--- src/rtl/reg_file.sv ---
// reg_file: 2R1W register file with load-pending scoreboard, optional write-to-read bypass and stall generation.
module reg_file #(
  parameter int DATA_WIDTH = 32,
  parameter int ADDRESS_WIDTH = 5,
  parameter int BYPASS = 1
) (
  input  logic                     clk,
  input  logic                     rst,
  input  logic [ADDRESS_WIDTH-1:0] AD1,
  input  logic [ADDRESS_WIDTH-1:0] AD2,
  input  logic [ADDRESS_WIDTH-1:0] AD3,
  input  logic                     WE3,
  input  logic [DATA_WIDTH-1:0]    WD3,
  input  logic                     LdIssue,
  input  logic [ADDRESS_WIDTH-1:0] LdRd,
  output logic [DATA_WIDTH-1:0]    RD1,
  output logic [DATA_WIDTH-1:0]    RD2,
  output logic [DATA_WIDTH-1:0]    a0,
  output logic                     Stall
);
  localparam int N = 2 ** ADDRESS_WIDTH;
  logic [DATA_WIDTH-1:0] regs [N];
  logic [N-1:0] busy;
  logic wr, ld, fwd1, fwd2;
  assign wr = WE3 && AD3 != '0;
  assign ld = LdIssue && LdRd != '0;
  always_ff @(posedge clk) begin
    if (rst) begin
      for (int i = 0; i < N; i++) regs[i] <= '0;
      busy <= '0;
    end else begin
      if (wr) regs[AD3] <= WD3;
      if (wr) busy[AD3] <= 1'b0;
      // a load re-targeting the register being written back keeps it pending
      if (ld) busy[LdRd] <= 1'b1;
    end
  end
  always_comb begin
    fwd1 = BYPASS != 0 && wr && AD3 == AD1;
    fwd2 = BYPASS != 0 && wr && AD3 == AD2;
    RD1 = AD1 == '0 ? '0 : fwd1 ? WD3 : regs[AD1];
    RD2 = AD2 == '0 ? '0 : fwd2 ? WD3 : regs[AD2];
    a0 = regs[10];
    Stall = (busy[AD1] && !fwd1) || (busy[AD2] && !fwd2);
  end
endmodule

--- config.mk ---
export PLATFORM = sky130hd
export DESIGN_NAME = reg_file
export DESIGN_NICKNAME = d
export VERILOG_FILES = /design/src/rtl/reg_file.sv
export SDC_FILE = /design/constraint.sdc
export NUM_CORES = 2
export LEC_CHECK = 0
export BUFFER_PORTS_ARGS = -buffer_cell sky130_fd_sc_hd__buf_2
export CORE_MARGIN = 1
export CORE_UTILIZATION = 30
export DETAILED_ROUTE_END_ITERATION = 6
export MAX_ROUTING_LAYER = met4
export PLACE_DENSITY_LB_ADDON = 0.1
export SYNTH_ARGS = -nofsm -noshare
export SYNTH_HDL_FRONTEND = slang
export SYNTH_SLANG_ARGS = --single-unit
export TNS_END_PERCENT = 30
--- constraint.sdc ---
create_clock -name clk -period 2.7 [get_ports clk]
set_input_delay 0.135 -clock clk [delete_from_list [all_inputs] [get_ports clk]]
set_output_delay 0.135 -clock clk [all_outputs]
set_load 0.05 [all_outputs]
==> metrics.md <==
| Metric | Value |
|---|---|
| CP required | `between 2000 and 3000 ps` |
| DRC | `0` |
| Antenna violations before repair | `18` |
| Via density per instance | `5.58` |
| Multi-input logic area | `25800 sq um` |
| Startpoint Class | `flip-flop` |
| Highest Clock Rate | `roughly 0.33 GHz` |
| Netlist cell types | `70` |
| Finished Cell Area | `72700 sq um` |
| H-tree levels | `4` |
| Final Worst Setup Slack | `-340 ps` |
| Final setup viols | `55` |
| Vias in the first global route | `40100` |
| Average wire per standard cell | `36.3 microns` |
| Crit-path cells | `mux4_2, o211ai_1, o22ai_2, mux2i_1, nor2_1, buf_6` |
| Post-Synthesis Cells | `4128` |
| CTS root buf | `clkbuf_16` |
| Pwr Density | `roughly 630 nW/um^2` |
| Primary FF master, synth | `edfxtp_1` |
| # rows | `160` |
| Register area | `between 30000 and 40000 sq um` |
| Relative slew margins | `6.61%` |
| Pleak | `26.1 nW` |
| CTS tree | `yes` |
| Synth Register Bits | `1056` |
| P_int | `32.7 mW` |
| RSZ-0062 raised after global routing | `true` |
| Ports | `153` |
| Final Skew | `0 ps` |
| Synth area leaders | `edfxtp_1 (53%), mux4_2 (14%), and2_1 (11%)` |
| Clock power share | `39.6%` |
| Crit end category | `output port` |
| Sw power | `approximately 13 mW` |
| Starting DRT DRC Count | `4383` |
| Hold Path Class | `input port to flip-flop` |
| Switching Fraction | `28.1%` |
| CP max-delay cell | `mux4_2` |
| Core area | `191000 sq um` |
| Setup CP Type | `flip-flop to output port` |
| Max-cap violations | `0` |
| WP data arrival | `2900 ps` |
| Synth Warn # | `0` |
| Worst skew pair latency | `780 ps` |
| Area Growth Syn to Fin | `25.8%` |
| Die Span X | `441 microns` |
| CTS sink count | `about 1100` |
| Share of flip-flops with an asynchronous set or reset | `0%` |
| Crit-path leading delay family | `multiplexers` |
| Top-area cell type share of the netlist area | `53.2%` |
| Vias | `40400` |
| Minimum clock period | `between 3000 and 4000 ps` |
| First-pass GRT wire length | `355 mm` |
| Crit path buffers/inverters | `1` |
| Gate power share | `17.8%` |
| Post-route clock period utilization | `113%` |
| DRT Wirelength | `about 260 mm` |
| DRT antenna net count | `0` |
| IO Port Bufs | `between 150 and 200` |
| Total Routing Usage GR | `~28%` |
| Placed cell area | `66400 sq um` |
| Failing checks | `setup timing` |
| Post-DP HPWL | `176 mm` |
| Largest net degree at the start of global routing | `42` |
| Worst-path maximum fanout | `3` |
| Flop pwr share | `42.6%` |
| Slew Limit Fails | `0` |
| Final #Nets | `roughly 4700` |
| Mean Syn Cell Area | `around 14 sq um` |
| Status | `finished with violations` |
| Sequential fraction of the synthesis area | `approximately 54%` |
| Tot Pwr | `45.5 mW` |
| Area leader, netlist | `edfxtp_1` |
| Full die area | `194000 sq um` |
| Total iterations of the first detailed-routing run | `5` |
| Gpl congestion | `slightly below 0.9` |
| Netlist Area Pre-Place | `57800 sq um` |
| CTS buffer count | `133` |
| Reg clk slew, reported paths | `60 ps` |
| Share of post-route cells with drive strength above 1 | `33.8%` |
| Worst-case clock buffer depth | `3` |
| # fillers | `18000` |
| CP peak stage delay | `570 ps` |
| Peak VDD IR | `around 510 uV` |
| Initial core utilization | `30.3%` |
| Overflow after GRT | `0` |
| Hold Vio Cnt, Final | `0` |
| Worst slew pin tran | `approximately 1400 ps` |
| EDFF count, synth | `1024` |
| Die height | `about 440 microns` |
-- power groups by stage --
stage / registers [mW] / clock network, mW / logic, mW
after floorplan: 19.6 / 0 / 3.66
after global placement: 19.7 / 0 / 7.48
after detailed placement: 19.7 / 0 / 7.46
after CTS: 19.4 / 18.3 / 7.91
after global routing: 19.5 / 18.8 / 8.28
final: 19.4 / 18.0 / 8.08
-- flip-flops by register name, summed over array words and instances, names as in the netlist --
signal and flops:
regs 1024, busy 32
-- metrics by stage --
stage	setup slack (ps)	cells	utilization [%]	TNS [ps]	hold WS [ps]
after floorplan	-68.5	4159	-	-70.8	265
final	-340	7246	38.1	-7510	52.4
after CTS	-351	7230	37.8	-11440	0.118
after global routing	-364	7241	38.1	-11450	31.0
after global placement	-491	6973	34.8	-2310	467
after detailed placement	-435	6973	34.8	-2110	469
-- placed cells by master (no fill, tap or decap), types with 36 or more instances in the layout --
cell	count
a22oi_1	36
a221oi_1	38
nor2_1	79
o21ai_0	45
and2_1	996
edfxtp_1	1024
nand2_1	78
buf_2	79
buf_4	434
a21oi_1	42
o22ai_1	61
nor2_4	37
buf_12	177
mux4_2	372
clkbuf_16	139
mux2i_1	281
-- cells in the mapped netlist (18+ instances only) --
cell type  instances
a21o_1            28
a221o_1           21
buf_4             30
buf_6             28
a31oi_1           22
a22oi_1           46
edfxtp_1        1024
mux4_2           360
o211ai_1          26
buf_2             72
a211oi_1          33
nand2_1           85
a21oi_1           61
and2_1           997
o21ai_0           68
o22a_1            18
clkbuf_1         255
nor2b_1           22
nor3_1            26
inv_1             36
a221oi_1          60
mux4_1            30
o22ai_1           97
dfxtp_1           32
nor2_1           137
mux2i_1          288
-- timing repair --
| item | in CTS | in global routing |
|---|---|---|
| pin swaps | 67 | 61 |
| hold buffers | 25 | 0 |
| endpoints found under the setup margin | 65 | 65 |
| setup buffers | 8 | 17 |
| resized for setup | 276 | 118 |
| endpoints found under the hold margin | 205 | 0 |
-- area by class of cell --
cell class | instances | share of cell area [%]
Sequential cell | 1056 | 43.2
Tap cell | 2511 | 4.32
Antenna cell | 9 | 0.0310
Multi-Input combinational cell | 2642 | 35.5
Clock inverter | 67 | 0.898
Clock buffer | 170 | 4.97
Timing Repair Buffer | 753 | 10.9
Inverter | 38 | 0.196
-- kinds of logic (layout without fill, tap and decap cells) --
logic type	Yosys count	in the layout	share of synthesized area, %
flops	1056	1056	54.3
mux	690	690	20.6
compound gates	538	538	6.59
buf+inv	461	1028	4.41
simple gates	1372	1372	13.9
other cells	1	41	0.00649
xor+xnor	10	10	0.152
-- worst paths after layout --
path	from	end	slack [ps]	cells after the start
max	regs[10][22]	RD2[22]	-340	6
min	WD3[22]	regs[2][22]	50	2
max reg2reg	busy[2]	busy[2]	1500	2
min reg2reg	busy[19]	busy[19]	480	2
-- per-layer routing --
metal  GRT usage (%)  vias to the layer above  wire [microns]
met5               -                        -               0
met4            9.41                        0            9620
met3            3.80                      372           15500
met2            44.2                     1615          126000
met1            36.2                    21600          112000
li1                -                    16800               -
Power figures use the tool's default switching activity.
